[config.mk]
export PLATFORM = sky130hd
export DESIGN_NAME = fifo_loader
export DESIGN_NICKNAME = d
export VERILOG_FILES = /design/src/rtl/fifo_loader_pkg.sv /design/src/rtl/fifo_loader_hold.sv /design/src/rtl/fifo_loader.sv
export SDC_FILE = /design/constraint.sdc
export NUM_CORES = 1
export LEC_CHECK = 0
export CORE_UTILIZATION = 42
export CTS_BUF_LIST = sky130_fd_sc_hd__clkbuf_8
export CTS_CLUSTER_SIZE = 25
export DETAILED_ROUTE_END_ITERATION = 8
export PLACE_DENSITY = 0.74
export SYNTH_ARGS = -nofsm -noshare
export SYNTH_HDL_FRONTEND = slang
export SYNTH_SLANG_ARGS = --single-unit
[constraint.sdc]
create_clock -name w_clk -period 2.82 [get_ports w_clk]
set_input_delay 0.423 -clock w_clk [delete_from_list [all_inputs] [get_ports w_clk]]
set_output_delay 0.423 -clock w_clk [all_outputs]
set_load 0.01 [all_outputs]
[src/rtl/fifo_loader_pkg.sv]
// Shared types and default widths for the FIFO write-side loader.
package fifo_loader_pkg;

   localparam int DEF_DATA_SIZE  = 8;
   localparam int DEF_ADDR_WIDTH = 10;
   localparam int DEF_LEN_WIDTH  = 8;

   typedef enum logic [1:0] {
      IDLE,
      CLEAR,
      STREAM,
      DONE
   } state_t;

endpackage

[src/rtl/fifo_loader_hold.sv]
// One-entry skid register that parks a RAM word which arrived while the FIFO was full.
module fifo_loader_hold
   import fifo_loader_pkg::*;
#(
   parameter int data_size = DEF_DATA_SIZE
) (
   input  logic                 w_clk,
   input  logic                 reset,
   input  logic                 load,
   input  logic                 unload,
   input  logic [data_size-1:0] data_in,
   output logic [data_size-1:0] data_out,
   output logic                 valid
);

   logic [data_size-1:0] data_q;

   // Load wins over unload; the loader never requests both in one cycle.
   always_ff @(posedge w_clk) begin
      if (reset) begin
         valid  <= 1'b0;
         data_q <= '0;
      end else if (load) begin
         valid  <= 1'b1;
         data_q <= data_in;
      end else if (unload) begin
         valid  <= 1'b0;
      end
   end

   assign data_out = data_q;

endmodule

[src/rtl/fifo_loader.sv]
// Streams a burst of words from a 1-cycle-latency buffer RAM into a FIFO write port,
// absorbing fifo_full backpressure with a single hold entry.
module fifo_loader
   import fifo_loader_pkg::*;
#(
   parameter int data_size      = DEF_DATA_SIZE,
   parameter int addr_width     = DEF_ADDR_WIDTH,
   parameter int len_width      = DEF_LEN_WIDTH,
   parameter bit clear_on_start = 1'b1
) (
   input  logic                  w_clk,
   input  logic                  reset,
   input  logic                  start,
   input  logic [addr_width-1:0] base_addr,
   input  logic [len_width-1:0]  length,
   output logic                  busy,
   output logic                  done,
   output logic [len_width-1:0]  words_written,
   output logic                  mem_rd_en,
   output logic [addr_width-1:0] mem_addr,
   input  logic [data_size-1:0]  mem_rdata,
   output logic                  fifo_w_en,
   output logic [data_size-1:0]  fifo_data,
   input  logic                  fifo_full,
   output logic                  fifo_clear
);

   localparam logic [len_width-1:0] LEN_ONE = len_width'(1);

   state_t                state, next_state;
   logic [addr_width-1:0] base_q;
   logic [len_width-1:0]  len_q;
   logic [len_width-1:0]  issued;
   logic [len_width-1:0]  written;
   logic                  rd_pending;
   logic                  accept;
   logic                  hold_load, hold_unload, hold_valid;
   logic [data_size-1:0]  hold_data;

   assign accept = (state == IDLE) && start;

   always_ff @(posedge w_clk) begin
      if (reset) state <= IDLE;
      else       state <= next_state;
   end

   // A zero-length burst skips streaming entirely, after the optional clear.
   always_comb begin
      next_state = state;
      case (state)
         IDLE: begin
            if (start) begin
               if (clear_on_start)      next_state = CLEAR;
               else if (length == '0)   next_state = DONE;
               else                     next_state = STREAM;
            end
         end
         CLEAR:   next_state = (len_q == '0) ? DONE : STREAM;
         STREAM:  if (fifo_w_en && ((written + LEN_ONE) == len_q)) next_state = DONE;
         DONE:    next_state = IDLE;
         default: next_state = IDLE;
      endcase
   end

   // A parked word always drains before a fresh read is issued, which keeps words in order.
   always_comb begin
      busy        = (state != IDLE);
      done        = (state == DONE);
      fifo_clear  = (state == CLEAR);
      mem_rd_en   = 1'b0;
      fifo_w_en   = 1'b0;
      fifo_data   = '0;
      hold_load   = 1'b0;
      hold_unload = 1'b0;
      if (state == STREAM) begin
         mem_rd_en = (issued < len_q) && !hold_valid && !fifo_full;
         if (hold_valid && !fifo_full) begin
            fifo_w_en   = 1'b1;
            fifo_data   = hold_data;
            hold_unload = 1'b1;
         end else if (rd_pending && !fifo_full) begin
            fifo_w_en = 1'b1;
            fifo_data = mem_rdata;
         end else if (rd_pending && fifo_full) begin
            hold_load = 1'b1;
         end
      end
   end

   always_ff @(posedge w_clk) begin
      if (reset) begin
         base_q     <= '0;
         len_q      <= '0;
         issued     <= '0;
         written    <= '0;
         rd_pending <= 1'b0;
      end else begin
         rd_pending <= mem_rd_en;
         if (accept) begin
            base_q  <= base_addr;
            len_q   <= length;
            issued  <= '0;
            written <= '0;
         end else begin
            if (mem_rd_en) issued  <= issued + LEN_ONE;
            if (fifo_w_en) written <= written + LEN_ONE;
         end
      end
   end

   assign mem_addr      = base_q + addr_width'(issued);
   assign words_written = written;

   fifo_loader_hold #(
      .data_size (data_size)
   ) u_hold (
      .w_clk    (w_clk),
      .reset    (reset),
      .load     (hold_load),
      .unload   (hold_unload),
      .data_in  (mem_rdata),
      .data_out (hold_data),
      .valid    (hold_valid)
   );

endmodule

==> results_dict.tcl <==
set metrics [dict create \
    synth_area_in_compound_gates_pct 15.2 \
    cts_tree "done" \
    critPathMaxFanout 2 \
    timing.critical_path.to_type "primary output" \
    firstDrtPassIters 4 \
    cts.path.max_buffers 2 \
    drive_gt1_share_pct 10.4 \
    synthFlopType "dfxtp_1" \
    route.antenna.remaining_nets 0 \
    layout-area-overhead-vs-synth_pct 31.0 \
    layout_commonest_cell "nand2_1" \
    nets 475 \
    use_met2_pct 33.5 \
    coreArea_um2 6390 \
    insertion_delay_ns 0.31 \
    power.ir.vdd_worst_v 0.000356 \
    synth_fa_ha_area_share_pct 10.5 \
    gr-usage-all-layers_pct 19.4 \
    yosys.area_share.simple_pct 23.3 \
    period_needed_ns 2.72 \
    synthTopCellsByArea "dfxtp_1, ha_1, nand2_1, a21oi_1, nor2_1" \
    timing.final.max_slew_violations 0 \
    post_synth_mux_area_share_pct 4.11 \
    maxCapViolations 0 \
    die-area_um2 7000 \
    detail_route.wirelength_um 6570 \
    clock-sinks 46 \
    final_clock_period_utilization_by_the_worst_path_pct 96.6 \
    drt_drc_violations_left 0 \
    syn-cell-area_um2 2800 \
    insertedDiodeCount 0 \
    p_total_uw 1870 \
    synth_top_area_share_pct 32.9 \
    setup-violations-final 0 \
    use_met1_pct 24.7 \
    seq_area_frac_synth_pct 32.9 \
    ios 61 \
    core.rowCount 29 \
    overflow 0 \
    final.hold.worst_slack_ns 0.464 \
    synth_cell_type_count 46 \
    post-dp-hpwl_um 4800 \
    max_clock_freq_mhz 367 \
    crit_required_ns 2.40 \
    largest_family_of_logic_cells_by_synthesized_area "simple AND/OR/NAND/NOR gates" \
    max_slew_margin_vs_limit_pct 66.5 \
    avg_vias_per_cell 5.17 \
    drtIter0Drc 125 \
    cellPowerDensity_nw_per_um2 509 \
    run_status "complete, no violations" \
    p_leak_uw 0.00155 \
    clk_pin_slew_worst_paths_ns 0.09 \
    postcts_setup_bufs 0 \
    num_vias 2584 \
    port_buffers 60 \
    cts_root_buf "clkbuf_8" \
    r2r-start "words_written[0]" \
    asyncSetResetFlopFracSynth_pct 0 \
    finalSetupTns_ns 0 \
    slew_of_the_pin_with_the_lowest_slew_margin_ns 0.502 \
    ys_seq_elements 46 \
    dieHeight_um 83.7 \
    synth.yosys.warnings 0 \
    timing.clock.skew_ns 0.0137 \
    synth.net_count 408 \
    initial_utilization_pct 43.9 \
    die_x_um 83.7 \
    grt_max_degree 35 \
    utilization_pct 57.5 \
    gpl_wtd_cong 0.839 \
    cts_inserted_buffers 5 \
    globalRouteMet3Util_pct 3.66 \
    mapped_avg_cell_area_um2 7.89 \
    htreeDepth 2 \
    worst_path_class_setup "register to primary output" \
    synth_enable_flop_cells 0 \
    netlist_instances 355 \
    grt_pass1_vias 2492 \
    synth_largest_area_cell "dfxtp_1" \
    post_drt_wl_per_cell_um 13.1 \
    grt_setup_unrepaired "no" \
    antenna_found_initial 0 \
    final_hold_viol_count 0 \
    synthXorXnorAreaFrac_pct 7.81 \
    grt_pass1_wl_um 11200 \
    arrival_ns 2.30 \
    timing.critical_path.from_type "register" \
    hp-class "register to register" \
    crit_start "base_q[0]" \
    hold_path.startpoint "base_q[7]" \
    grt_most_used_layer "met2" \
    layout_common_cells "nand2_1, clkdlybuf4s50_1, dfxtp_1" \
]
[cells by family (layout without fill, tap and decap cells)]
| logic type | after synthesis | in the layout |
|---|---|---|
| simple gates | 141 | 141 |
| compound gates | 69 | 69 |
| flops | 46 | 46 |
| buf+inv | 40 | 108 |
| xor+xnor | 25 | 25 |
| fa+ha+maj | 23 | 23 |
| mux | 11 | 11 |
[critical path, stage by stage (launching register included)]
cell and delay (ns):
dfxtp_2 0.33, ha_1 0.20, inv_1 0.07, fa_2 0.20, inv_1 0.06, a21oi_2 0.14, o21bai_1 0.10, a21o_1 0.18
a21o_1 0.20, a31oi_2 0.23, xnor2_1 0.15, buf_2 0.15
[final cells by class]
type | count | area [um^2]
Timing Repair Buffer | 78 | 724
Multi-Input combinational cell | 269 | 1730
Tap cell | 77 | 96.3
Clock inverter | 3 | 45.0
Inverter | 22 | 82.6
Fill cell | 588 | 2710
Sequential cell | 46 | 927
Clock buffer | 5 | 68.8
[synth_stat cells, types with 4 or more instances]
master	number
xnor2_1	16
nand4_1	6
buf_1	4
o21ai_0	5
ha_1	22
dfxtp_1	46
mux2i_1	10
clkbuf_1	9
nand3_1	11
nor3_1	4
inv_1	21
nand2_1	56
a21o_1	6
xor2_1	9
nor2_1	39
nand2b_1	5
a21oi_1	39
or4_1	4
o211ai_1	7
[flip-flops by register name, summed over array words and instances (netlist names)]
name	flops
base_q	10
issued	8
len_q	8
u_hold.data_out	8
words_written	8
state	2
rd_pending	1
u_hold.valid	1
[power by group]
group / switching (uW) / total, uW / internal [uW]
sequential: 53.6 / 760 / 706
combinational: 317 / 605 / 288
clock: 241 / 505 / 264
[metal layers]
layer  part of all wire [%]  vias to the layer above
li1                       -                     1334
met1                     46                     1191
met2                     48                       50
met3                    4.2                        9
met4                    1.4                        0
met5                      0                        -
[per-stage QoR]
stage	setup WS, ns	instances	cell area [um^2]
6_report	0.0955	500	3670
5_1_grt	0.0187	500	3670
4_1_cts	0.000994	500	3660
3_5_place_dp	-0.102	492	3540
3_3_place_gp	-0.0831	492	3540
2_1_floorplan	0.367	355	2800
[final timing paths]
check,cells after the start,to,slack [ns]
worst max register to register,7,state[0],0.45
worst min register to register,2,base_q[7],0.46
worst min-delay path,2,base_q[7],0.46
worst max-delay path,11,mem_addr[8],0.1
[repair_timing]
action / 4_1_cts / 5_1_grt
endpoints found under the setup margin: 5 / 4
pin swaps: 3 / 2
hold buffers: 0 / 0
resized for setup: 13 / 9
No activity file was read; power rests on OpenSTA's default activity.
